[src/rtl/sequence_player_if.sv]
`default_nettype none
// ---------------------------------------------------------------------------
// sequence_player_if: request/replay bundle between a controller and
// sequence_player. Rev 1.0
// ---------------------------------------------------------------------------
interface sequence_player_if;
  logic       start;
  logic       abort;
  logic       send_enter;
  logic [3:0] len;
  logic [6:0] col1;
  logic [6:0] col2;
  logic [6:0] col3;
  logic [6:0] col4;
  logic       btn1;
  logic       btn2;
  logic       btn3;
  logic       btn4;
  logic       enter;
  logic       busy;
  logic       done;
  logic       err;
  logic [2:0] pos;

  modport master (
    output start, abort, send_enter, len, col1, col2, col3, col4,
    input  btn1, btn2, btn3, btn4, enter, busy, done, err, pos
  );

  modport slave (
    input  start, abort, send_enter, len, col1, col2, col3, col4,
    output btn1, btn2, btn3, btn4, enter, busy, done, err, pos
  );
endinterface
`default_nettype wire

[src/rtl/sequence_player.sv]
`default_nettype none
// ---------------------------------------------------------------------------
// sequence_player: replays a latched one-hot secret sequence as timed button
// pulses, optionally followed by an enter pulse. Rev 1.0
// ---------------------------------------------------------------------------
module sequence_player #(
  parameter int PULSE_W = 4,
  parameter int GAP_W   = 4,
  parameter int MIN_LEN = 4
) (
  input  logic             clk,
  input  logic             reset,
  sequence_player_if.slave bus
);

  localparam int CNT_MAX = (PULSE_W > GAP_W) ? PULSE_W : GAP_W;
  localparam int CNT_W   = $clog2(CNT_MAX) + 1;
  localparam logic [CNT_W-1:0] PULSE_RELOAD = CNT_W'(PULSE_W - 1);
  localparam logic [CNT_W-1:0] GAP_RELOAD   = CNT_W'(GAP_W - 1);
  localparam logic [CNT_W-1:0] CNT_ONE      = CNT_W'(1);
  localparam logic [3:0]       MIN_LEN_C    = 4'(MIN_LEN);
  localparam logic [3:0]       MAX_LEN_C    = 4'd7;

  typedef enum logic [2:0] {
    S_IDLE  = 3'd0,
    S_CHECK = 3'd1,
    S_PULSE = 3'd2,
    S_GAP   = 3'd3,
    S_ENTER = 3'd4,
    S_EGAP  = 3'd5,
    S_FIN   = 3'd6
  } state_t;

  state_t              state_q, state_d;
  logic [CNT_W-1:0]    cnt_q, cnt_d;
  logic [2:0]          pos_q, pos_d;
  logic [3:0]          len_q, len_d;
  logic [3:0][6:0]     col_q, col_d;
  logic                send_enter_q, send_enter_d;
  logic [3:0]          btn_q, btn_d;
  logic                enter_q, enter_d;
  logic                busy_q, busy_d;
  logic                done_q, done_d;
  logic                err_q, err_d;

  logic                seq_valid;
  logic                last_slot;

  always_ff @(posedge clk or posedge reset) begin
    if (reset) begin
      state_q      <= S_IDLE;
      cnt_q        <= '0;
      pos_q        <= '0;
      len_q        <= '0;
      col_q        <= '0;
      send_enter_q <= 1'b0;
      btn_q        <= '0;
      enter_q      <= 1'b0;
      busy_q       <= 1'b0;
      done_q       <= 1'b0;
      err_q        <= 1'b0;
    end else begin
      state_q      <= state_d;
      cnt_q        <= cnt_d;
      pos_q        <= pos_d;
      len_q        <= len_d;
      col_q        <= col_d;
      send_enter_q <= send_enter_d;
      btn_q        <= btn_d;
      enter_q      <= enter_d;
      busy_q       <= busy_d;
      done_q       <= done_d;
      err_q        <= err_d;
    end
  end

  // Slots at or beyond len are don't-care; each used slot needs exactly one column.
  always_comb begin
    seq_valid = (len_q >= MIN_LEN_C) && (len_q <= MAX_LEN_C);
    for (int i = 0; i < 7; i++) begin
      if (4'(i) < len_q) begin
        if ($countones({col_q[3][i], col_q[2][i], col_q[1][i], col_q[0][i]}) != 1) begin
          seq_valid = 1'b0;
        end
      end
    end
  end

  assign last_slot = ({1'b0, pos_q} == (len_q - 4'd1));

  always_comb begin
    state_d      = state_q;
    cnt_d        = cnt_q;
    pos_d        = pos_q;
    len_d        = len_q;
    col_d        = col_q;
    send_enter_d = send_enter_q;
    err_d        = 1'b0;

    case (state_q)
      S_IDLE: begin
        pos_d = '0;
        if (bus.start && !bus.abort) begin
          len_d        = bus.len;
          col_d        = {bus.col4, bus.col3, bus.col2, bus.col1};
          send_enter_d = bus.send_enter;
          cnt_d        = '0;
          state_d      = S_CHECK;
        end
      end
      S_CHECK: begin
        pos_d = '0;
        if (seq_valid) begin
          cnt_d   = PULSE_RELOAD;
          state_d = S_PULSE;
        end else begin
          err_d   = 1'b1;
          state_d = S_IDLE;
        end
      end
      S_PULSE: begin
        if (cnt_q == '0) begin
          cnt_d   = GAP_RELOAD;
          state_d = S_GAP;
        end else begin
          cnt_d = cnt_q - CNT_ONE;
        end
      end
      S_GAP: begin
        if (cnt_q == '0) begin
          if (!last_slot) begin
            pos_d   = pos_q + 3'd1;
            cnt_d   = PULSE_RELOAD;
            state_d = S_PULSE;
          end else if (send_enter_q) begin
            cnt_d   = PULSE_RELOAD;
            state_d = S_ENTER;
          end else begin
            cnt_d   = '0;
            state_d = S_FIN;
          end
        end else begin
          cnt_d = cnt_q - CNT_ONE;
        end
      end
      S_ENTER: begin
        if (cnt_q == '0) begin
          cnt_d   = GAP_RELOAD;
          state_d = S_EGAP;
        end else begin
          cnt_d = cnt_q - CNT_ONE;
        end
      end
      S_EGAP: begin
        if (cnt_q == '0) begin
          cnt_d   = '0;
          state_d = S_FIN;
        end else begin
          cnt_d = cnt_q - CNT_ONE;
        end
      end
      S_FIN: begin
        pos_d   = '0;
        cnt_d   = '0;
        state_d = S_IDLE;
      end
      default: begin
        pos_d   = '0;
        cnt_d   = '0;
        state_d = S_IDLE;
      end
    endcase

    if (bus.abort && (state_q != S_IDLE)) begin
      state_d = S_IDLE;
      pos_d   = '0;
      cnt_d   = '0;
      err_d   = 1'b0;
    end
  end

  // Outputs are decoded from the next state so every output is a flop aligned with state_q.
  always_comb begin
    busy_d  = (state_d != S_IDLE);
    done_d  = (state_d == S_FIN);
    enter_d = (state_d == S_ENTER);
    btn_d   = '0;
    for (int k = 0; k < 4; k++) begin
      btn_d[k] = (state_d == S_PULSE) && col_q[k][pos_d];
    end
  end

  assign bus.btn1  = btn_q[0];
  assign bus.btn2  = btn_q[1];
  assign bus.btn3  = btn_q[2];
  assign bus.btn4  = btn_q[3];
  assign bus.enter = enter_q;
  assign bus.busy  = busy_q;
  assign bus.done  = done_q;
  assign bus.err   = err_q;
  assign bus.pos   = pos_q;

endmodule
`default_nettype wire

[src/flat_wrapper.sv]
// flat-port wrapper written by rule: the top's interface ports become plain ports
module sequence_player_flat 
#(
  parameter int PULSE_W = 4,
  parameter int GAP_W   = 4,
  parameter int MIN_LEN = 4
)
  (clk, reset, bus_start, bus_abort, bus_send_enter, bus_len, bus_col1, bus_col2, bus_col3, bus_col4, bus_btn1, bus_btn2, bus_btn3, bus_btn4, bus_enter, bus_busy, bus_done, bus_err, bus_pos);
  sequence_player_if bus_i ();
  input  logic clk;
  input  logic reset;
  input wire logic [$bits(bus_i.start)-1:0] bus_start;
  input wire logic [$bits(bus_i.abort)-1:0] bus_abort;
  input wire logic [$bits(bus_i.send_enter)-1:0] bus_send_enter;
  input wire logic [$bits(bus_i.len)-1:0] bus_len;
  input wire logic [$bits(bus_i.col1)-1:0] bus_col1;
  input wire logic [$bits(bus_i.col2)-1:0] bus_col2;
  input wire logic [$bits(bus_i.col3)-1:0] bus_col3;
  input wire logic [$bits(bus_i.col4)-1:0] bus_col4;
  output wire logic [$bits(bus_i.btn1)-1:0] bus_btn1;
  output wire logic [$bits(bus_i.btn2)-1:0] bus_btn2;
  output wire logic [$bits(bus_i.btn3)-1:0] bus_btn3;
  output wire logic [$bits(bus_i.btn4)-1:0] bus_btn4;
  output wire logic [$bits(bus_i.enter)-1:0] bus_enter;
  output wire logic [$bits(bus_i.busy)-1:0] bus_busy;
  output wire logic [$bits(bus_i.done)-1:0] bus_done;
  output wire logic [$bits(bus_i.err)-1:0] bus_err;
  output wire logic [$bits(bus_i.pos)-1:0] bus_pos;
  assign bus_i.start = bus_start;
  assign bus_i.abort = bus_abort;
  assign bus_i.send_enter = bus_send_enter;
  assign bus_i.len = bus_len;
  assign bus_i.col1 = bus_col1;
  assign bus_i.col2 = bus_col2;
  assign bus_i.col3 = bus_col3;
  assign bus_i.col4 = bus_col4;
  assign bus_btn1 = bus_i.btn1;
  assign bus_btn2 = bus_i.btn2;
  assign bus_btn3 = bus_i.btn3;
  assign bus_btn4 = bus_i.btn4;
  assign bus_enter = bus_i.enter;
  assign bus_busy = bus_i.busy;
  assign bus_done = bus_i.done;
  assign bus_err = bus_i.err;
  assign bus_pos = bus_i.pos;
  sequence_player #(.PULSE_W(PULSE_W), .GAP_W(GAP_W), .MIN_LEN(MIN_LEN)) u_core (.clk(clk), .reset(reset), .bus(bus_i));
endmodule
[config.mk]
export PLATFORM = sky130hd
export DESIGN_NAME = sequence_player_flat
export DESIGN_NICKNAME = d
export VERILOG_FILES = /design/src/rtl/sequence_player_if.sv /design/src/rtl/sequence_player.sv /design/src/flat_wrapper.sv
export SDC_FILE = /design/constraint.sdc
export NUM_CORES = 1
export LEC_CHECK = 0
export ABC_AREA = 1
export CORE_UTILIZATION = 45
export CTS_CLUSTER_SIZE = 16
export DETAILED_ROUTE_END_ITERATION = 12
export HOLD_SLACK_MARGIN = 0.1
export PLACE_DENSITY_LB_ADDON = 0.05
export SLEW_MARGIN = 30
export SYNTH_ARGS = -nofsm -noshare
export SYNTH_HDL_FRONTEND = slang
export SYNTH_SLANG_ARGS = --single-unit
[constraint.sdc]
create_clock -name clk -period 2.25 [get_ports clk]
set_clock_uncertainty 0.05 [all_clocks]
set_input_delay 0.5625 -clock clk [delete_from_list [all_inputs] [get_ports clk]]
set_output_delay 0.5625 -clock clk [all_outputs]
set_load 0.05 [all_outputs]
# After elaboration in Yosys (flattened, before gate mapping)
# Cells that the tools add are included.
[op_classes]
order_cmp = 10
n_eq_ne = 18
div = 0
n_reduce_logical = 16
shifts = 0
muxes = 48
multipliers = 0
bitwise_logic = 0
addsub = 24
[op_table]
columns = ["operator", "count"]
rows = [
  ["$add A32 B32 Y32", 7],
  ["$ne A32 B2 Y1 const B", 7],
  ["$mux W3", 17],
  ["$add A1 B1 Y2", 14],
  ["$mux W1", 21],
  ["$pmux W3 S6", 1],
  ["$pmux W3 S5", 1],
  ["$bmux W1 S3", 4],
  ["$eq A3 B3 Y1 const B", 4],
  ["$lt A3 B4 Y1 const A", 3],
  ["$eq A3 B2 Y1 const B", 3],
  ["$lt A1 B4 Y1 const A", 2],
  ["$lt A2 B4 Y1 const A", 2],
  ["$logic_and A1 B1 Y1", 7],
  ["$logic_not A3 Y1", 2],
  ["$mux W2", 3],
  ["$ne A3 B1 Y1 const B", 2],
  ["$pmux W3 S2", 1],
  ["$reduce_bool A3 Y1", 2],
  ["$eq A3 B4 Y1", 1],
  ["$ge A4 B3 Y1 const B", 1],
  ["$le A4 B3 Y1 const B", 1],
  ["$lt A3 B4 Y1 const B", 1],
  ["$reduce_and A2 Y1", 2],
  ["7 further kinds", 7],
]
[totals]
latch_bits = 0
reg_bits = 50
romBits = 0
ram_bits = 0
memories = 0

# Depth between registers and ports, before layout
[logic_depth]
word_depth = 22
mapped_depth = 18
ltp_nobuf = 18

# Worst setup path before layout
# No wires, ideal clock.
[synth_timing]
path_type = "register -> register"
startpoint = "reg u_core.col_q[5] (netlist bit)"
endpoint = "reg u_core.btn_q[0]"
slack_ns = -0.068
setup_ns = 0.071
n_path_buf = 0
t_required_ns = 2.129
arrival_time_ns = 2.197
stages_incl_launch_ff = 15
path_cell_list = "dfrtp_1 > ha_1 > ha_1 > fa_1 > inv_1 > nand2_1 > o21ai_0 > nand2_1 > o21ai_0 > nand4_1 > nand4_1 > nand3_1 > nor2_2 > nand2_1 > nor2_1"
[synth_via]
elab_chain_cells = 12
word_cells_on_any_way = 14
cone_classes = "add/sub (2); eq/ne (2); mux (9); reduce/logical (1)"
[synth_lines]
columns = ["item", "line_no", "source"]
rows = [
  ["start, declared", "sequence_player.sv:38", "logic [3:0][6:0] col_q, col_d;"],
  ["start signal, assigned", "sequence_player.sv:67", "col_q <= col_d;"],
  ["$add A1 B1 Y2 (not written as such)", "sequence_player.sv:82", "if ($countones({col_q[3][i], col_q[2][i], col_q[1][i], col_q[0][i]}) != 1) begin"],
  ["$add A32 B32 Y32 (not written as such)", "sequence_player.sv:82", ""],
  ["$ne A32 B2 Y1", "sequence_player.sv:82", ""],
  ["$mux W1", "sequence_player.sv:82", ""],
  ["$mux W1", "sequence_player.sv:81", "if (4'(i) < len_q) begin"],
  ["$mux W1", "sequence_player.sv:82", ""],
  ["$mux W1", "sequence_player.sv:81", ""],
  ["$mux W2", "sequence_player.sv:113", "if (seq_valid) begin"],
  ["$pmux W3 S6", "sequence_player.sv:100", "case (state_q)"],
  ["$mux W3", "sequence_player.sv:174", "if (bus.abort && (state_q != S_IDLE)) begin"],
  ["$eq A3 B2 Y1", "sequence_player.sv:189", "btn_d[k] = (state_d == S_PULSE) && col_q[k][pos_d];"],
  ["$logic_and A1 B1 Y1 (*)", "sequence_player.sv:189", ""],
  ["via u_core.btn_d[0]", "sequence_player.sv:40", "logic [3:0] btn_q, btn_d;"],
  ["end signal, assigned", "sequence_player.sv:69", "btn_q <= btn_d;"],
  ["end, declared", "sequence_player.sv:40", ""],
]
# Mark *: on every way through the listed nets, which the timed path passes. The rest lies on a longest branch. The select of a mux whose other input is x is not followed.
# A chain may end at the register's enable or synchronous reset.

# Worst setup path after layout
[layout_timing]
startpoint = "reg u_core.col_q[16] (netlist bit)"
endpoint = "reg u_core.btn_q[2]"
[layout_via]
elab_chain_cells = 18
word_cells_on_any_way = 20
cone_classes = "add/sub (2); eq/ne (2); mux (15); reduce/logical (1)"
[layout_lines]
columns = ["item", "line_no"]
rows = [
  ["$add A1 B1 Y2 (not written as such)", "sequence_player.sv:82"],
  ["$add A32 B32 Y32 (not written as such)", "sequence_player.sv:82"],
  ["$ne A32 B2 Y1", "sequence_player.sv:82"],
  ["$mux W1", "sequence_player.sv:82"],
  ["$mux W1", "sequence_player.sv:81"],
  ["$mux W1", "sequence_player.sv:82"],
  ["$mux W1", "sequence_player.sv:81"],
  ["$mux W1", "sequence_player.sv:82"],
  ["[3 not listed]", "n/a"],
  ["$mux W1", "sequence_player.sv:82"],
  ["$mux W1", "sequence_player.sv:81"],
  ["$mux W2", "sequence_player.sv:113"],
  ["$pmux W3 S6", "sequence_player.sv:100"],
  ["$mux W3", "sequence_player.sv:174"],
  ["$eq A3 B2 Y1", "sequence_player.sv:189"],
  ["$logic_and A1 B1 Y1 (*)", "sequence_player.sv:189"],
  ["via u_core.btn_d[2]", "sequence_player.sv:40"],
]
# Marks and branches as above.

==> flow_metrics.env <==
export IMPL_outcome="finished, violations left"
export IMPL_violations="negative setup slack"
export IMPL_wl_per_cell_um=12.7
export IMPL_worstMarginPinSlew_ps=506
export IMPL_syn_avg_cell_area_um2=7.79
export IMPL_htreeDepth=2
export IMPL_timing_rr_end="u_core.btn_q[2]"
export IMPL_combPwrFrac=0.648
export IMPL_drtIter0Drc=92
export IMPL_crit_buf_inv=2
export IMPL_synth_area_leaders="dfrtp_1 (39%), nand2_1 (16%), ha_1 (10%)"
export IMPL_fin_total_pwr_uw=5870
export IMPL_maxCapViolCount=0
export IMPL_place_ws_ps=-360
export IMPL_grt_ovfl_total=0
export IMPL_grt_use_met3=0.0332
export IMPL_io_pins=48
export IMPL_ant_nets=0
export IMPL_final_common_cell="nand2_1"
export IMPL_seqPwrFrac=0.259
export IMPL_hold_start="u_core.cnt_q[0]"
export IMPL_cts_tree="done"
export IMPL_async_flop_share=1.00
export IMPL_p_switching_uw=2700
export IMPL_antenna_found_initial=0
export IMPL_drive_above_1_share=0.207
export IMPL_cp_cell_sequence="ha_1 > ha_1 > inv_1 > fa_1 > nand4_1 > nor3_2 > buf_4 > nand4_1 > nand4_1 > nand3_2 > nor2_4 > nand2_1 > nor2_1"
export IMPL_ir_drop_mv=0.522
export IMPL_path_max_fanout=4
export IMPL_netlist_area_mm2=0.00324
export IMPL_hold_class="flop to flop"
export IMPL_synth_seq_area_share=0.386
export IMPL_slowest_stage="fa_1"
export IMPL_grt_first_pass_wirelength_um=12900
export IMPL_slew_viol_final=0
export IMPL_wirelength_um=7670
export IMPL_clk_latency_ps=310
export IMPL_diodes=0
export IMPL_start_util=0.472
export IMPL_fp_coreArea_mm2=0.00687
export IMPL_ys_flop_type="dfrtp_1"
export IMPL_cts_buffers=5
export IMPL_dieArea_mm2=0.00755
export IMPL_critPathTopFamily="adder cells"
export IMPL_cp_start_kind="flop"
export IMPL_crit_path_end_kind="flop"
export IMPL_met2_usage=0.374
export IMPL_clkTransAtPathRegs_ps=100
export IMPL_synth_edf_count=0
export IMPL_rrSetupSlack_ps=-330
export IMPL_arrival_ps=2770
export IMPL_max_clock_freq_ghz=0.388
export IMPL_fin_cells=603
export IMPL_crit_top_cell="nand4_1"
export IMPL_setup_ws_ps=-330
export IMPL_drc=0
export IMPL_netSwitchingFraction=0.459
export IMPL_p_int_uw=3180
export IMPL_clkSinkCount=50
export IMPL_yosysUniqueCellTypes=32
export IMPL_min_to="u_core.cnt_q[0]"
export IMPL_rsz0062_at_grt="true"
export IMPL_final_cell_mix="nand2_1 (137), dfrtp_1 (50), buf_4 (49), inv_1 (44), clkdlybuf4s50_1 (44)"
export IMPL_p_per_area_mw_per_mm2=1370
export IMPL_max_stage_delay_ps=490
export IMPL_yosys_area_top_type="dfrtp_1"
export IMPL_slew_headroom=0.661
export IMPL_fin_crit_sh=1.15
export IMPL_area_growth_pct=32.3
export IMPL_final_hold_viol_count=0
export IMPL_final_nets=577
export IMPL_grt_pass1_vias=2735
export IMPL_cts_root_buf="clkbuf_8"
export IMPL_crit_start="u_core.col_q[16]"
export IMPL_placed_cells=591
export IMPL_leakage_uw=0.00221
export IMPL_gp_congestion=0.853
export IMPL_reg2reg_depth=13
export IMPL_synth_seq_cells=50
export IMPL_r2r_start="u_core.col_q[16]"
export IMPL_syn_num_nets=487
export IMPL_vias_per_cell=4.84
export IMPL_synth_cells=416
export IMPL_synth_top_area_frac=0.386
export IMPL_rows=30
export IMPL_io_buffers=47
export IMPL_top_usage_layer="met2"
export IMPL_holdPathStages=2
export IMPL_cts_max_path_buffers=2
export IMPL_finalCriticalPeriod_ps=2580
export IMPL_grt_use_total=0.223
export IMPL_setup_violations=12
export IMPL_die_x_um=86.9
export IMPL_place_hpwl_um=6010
export IMPL_dr_total_vias=2916
export IMPL_first_pass_iters=4
export IMPL_crit_required_ps=2440
export IMPL_ys_warn_count=0
export IMPL_use_met1=0.295
export IMPL_fin_util=0.625
export IMPL_grt_max_degree=51
export IMPL_critical_path_class="flop to flop"
export IMPL_clkPwrFrac=0.093
export IMPL_dieHeight_um=86.9
==> worst register-to-register path: stages (launching register included) <==
cell and delay, ps:
dfrtp_1 400, ha_1 300, ha_1 150, inv_1 50, fa_1 490, nand4_1 130
nor3_2 150, buf_4 140, nand4_1 100, nand4_1 130, nand3_2 120, nor2_4 150
nand2_1 70, nor2_1 80
==> flip-flops by register name, indices dropped and copies added (netlist names) <==
register and flops:
u_core.btn_q 4, u_core.bus.err 1, u_core.bus.busy 1, u_core.bus.done 1, u_core.bus.pos 3, u_core.send_enter_q 1, u_core.state_q 3, u_core.bus.enter 1
u_core.len_q 4, u_core.col_q 28, u_core.cnt_q 3
==> final cells by class <==
class | instances | area [um^2]
flip-flops and latches | 50 | 1250
fillers | 643 | 2580
inverters | 57 | 214
well taps | 96 | 120
clock inverters | 2 | 12.5
repair buffers | 95 | 840
multi-input cells | 297 | 1770
clock buffers | 6 | 82.6
==> stage by stage <==
| step | TNS [ps] | cell area, um^2 | hold WS, ps |
|---|---|---|---|
| final | -3140 | 4290 | 448 |
| after global routing | -4810 | 4290 | 482 |
| after CTS | -2800 | 4240 | 450 |
| after detailed placement | -2620 | 4110 | 425 |
| after global placement | -1750 | 4110 | 419 |
| after floorplan | -147 | 3250 | 399 |
==> layer usage <==
metal	vias to the layer above	part of all wire
met1	1335	0.44
met5	-	0
met2	70	0.49
li1	1500	-
met3	11	0.045
met4	0	0.019
==> worst max-delay path by stage <==
stage,to,depth (start not counted)
2_1_floorplan,u_core.btn_q[0],13
5_1_grt,u_core.btn_q[1],12
4_1_cts,u_core.btn_q[2],12
3_5_place_dp,u_core.btn_q[0],13
6_report,u_core.btn_q[2],13
3_3_place_gp,u_core.btn_q[1],13
==> power by group through the flow <==
stage / sequential, uW / clock (uW) / combinational (uW)
2_1_floorplan: 1640 / 0 / 2150
3_3_place_gp: 1520 / 0 / 3500
3_5_place_dp: 1540 / 0 / 3580
4_1_cts: 1520 / 569 / 3670
5_1_grt: 1570 / 606 / 4280
6_report: 1520 / 548 / 3800
==> cells by family (layout without fill, tap and decap cells) <==
kind of cell	count (synthesis)	after routing	share of synthesized area
AND/OR/NAND/NOR	230	230	0.323
buffers and inverters	69	160	0.0872
flip-flops	50	50	0.386
adder cells (fa/ha/maj)	34	34	0.147
AO/OA/AOI/OAI	32	32	0.0536
XOR/XNOR	1	1	0.00270
==> Yosys cell counts, types with 3 or more instances <==
cell and instances:
nand2_1 140, dfrtp_1 50, inv_1 45, nand3_1 29, ha_1 27, nor2_1 22
o21ai_0 19, nand4_1 16, inv_2 12, a21oi_1 7, buf_2 7, fa_1 7
nor2_2 7, nand2_2 4, clkbuf_1 3
==> repair_timing <==
action                                  4_1_cts  5_1_grt
hold buffers                                  0        0
setup buffers                                 2        2
resized for setup                             6        9
endpoints found under the setup margin       12       12
pin swaps                                     2        2
No activity file was read; power rests on OpenSTA's default activity.
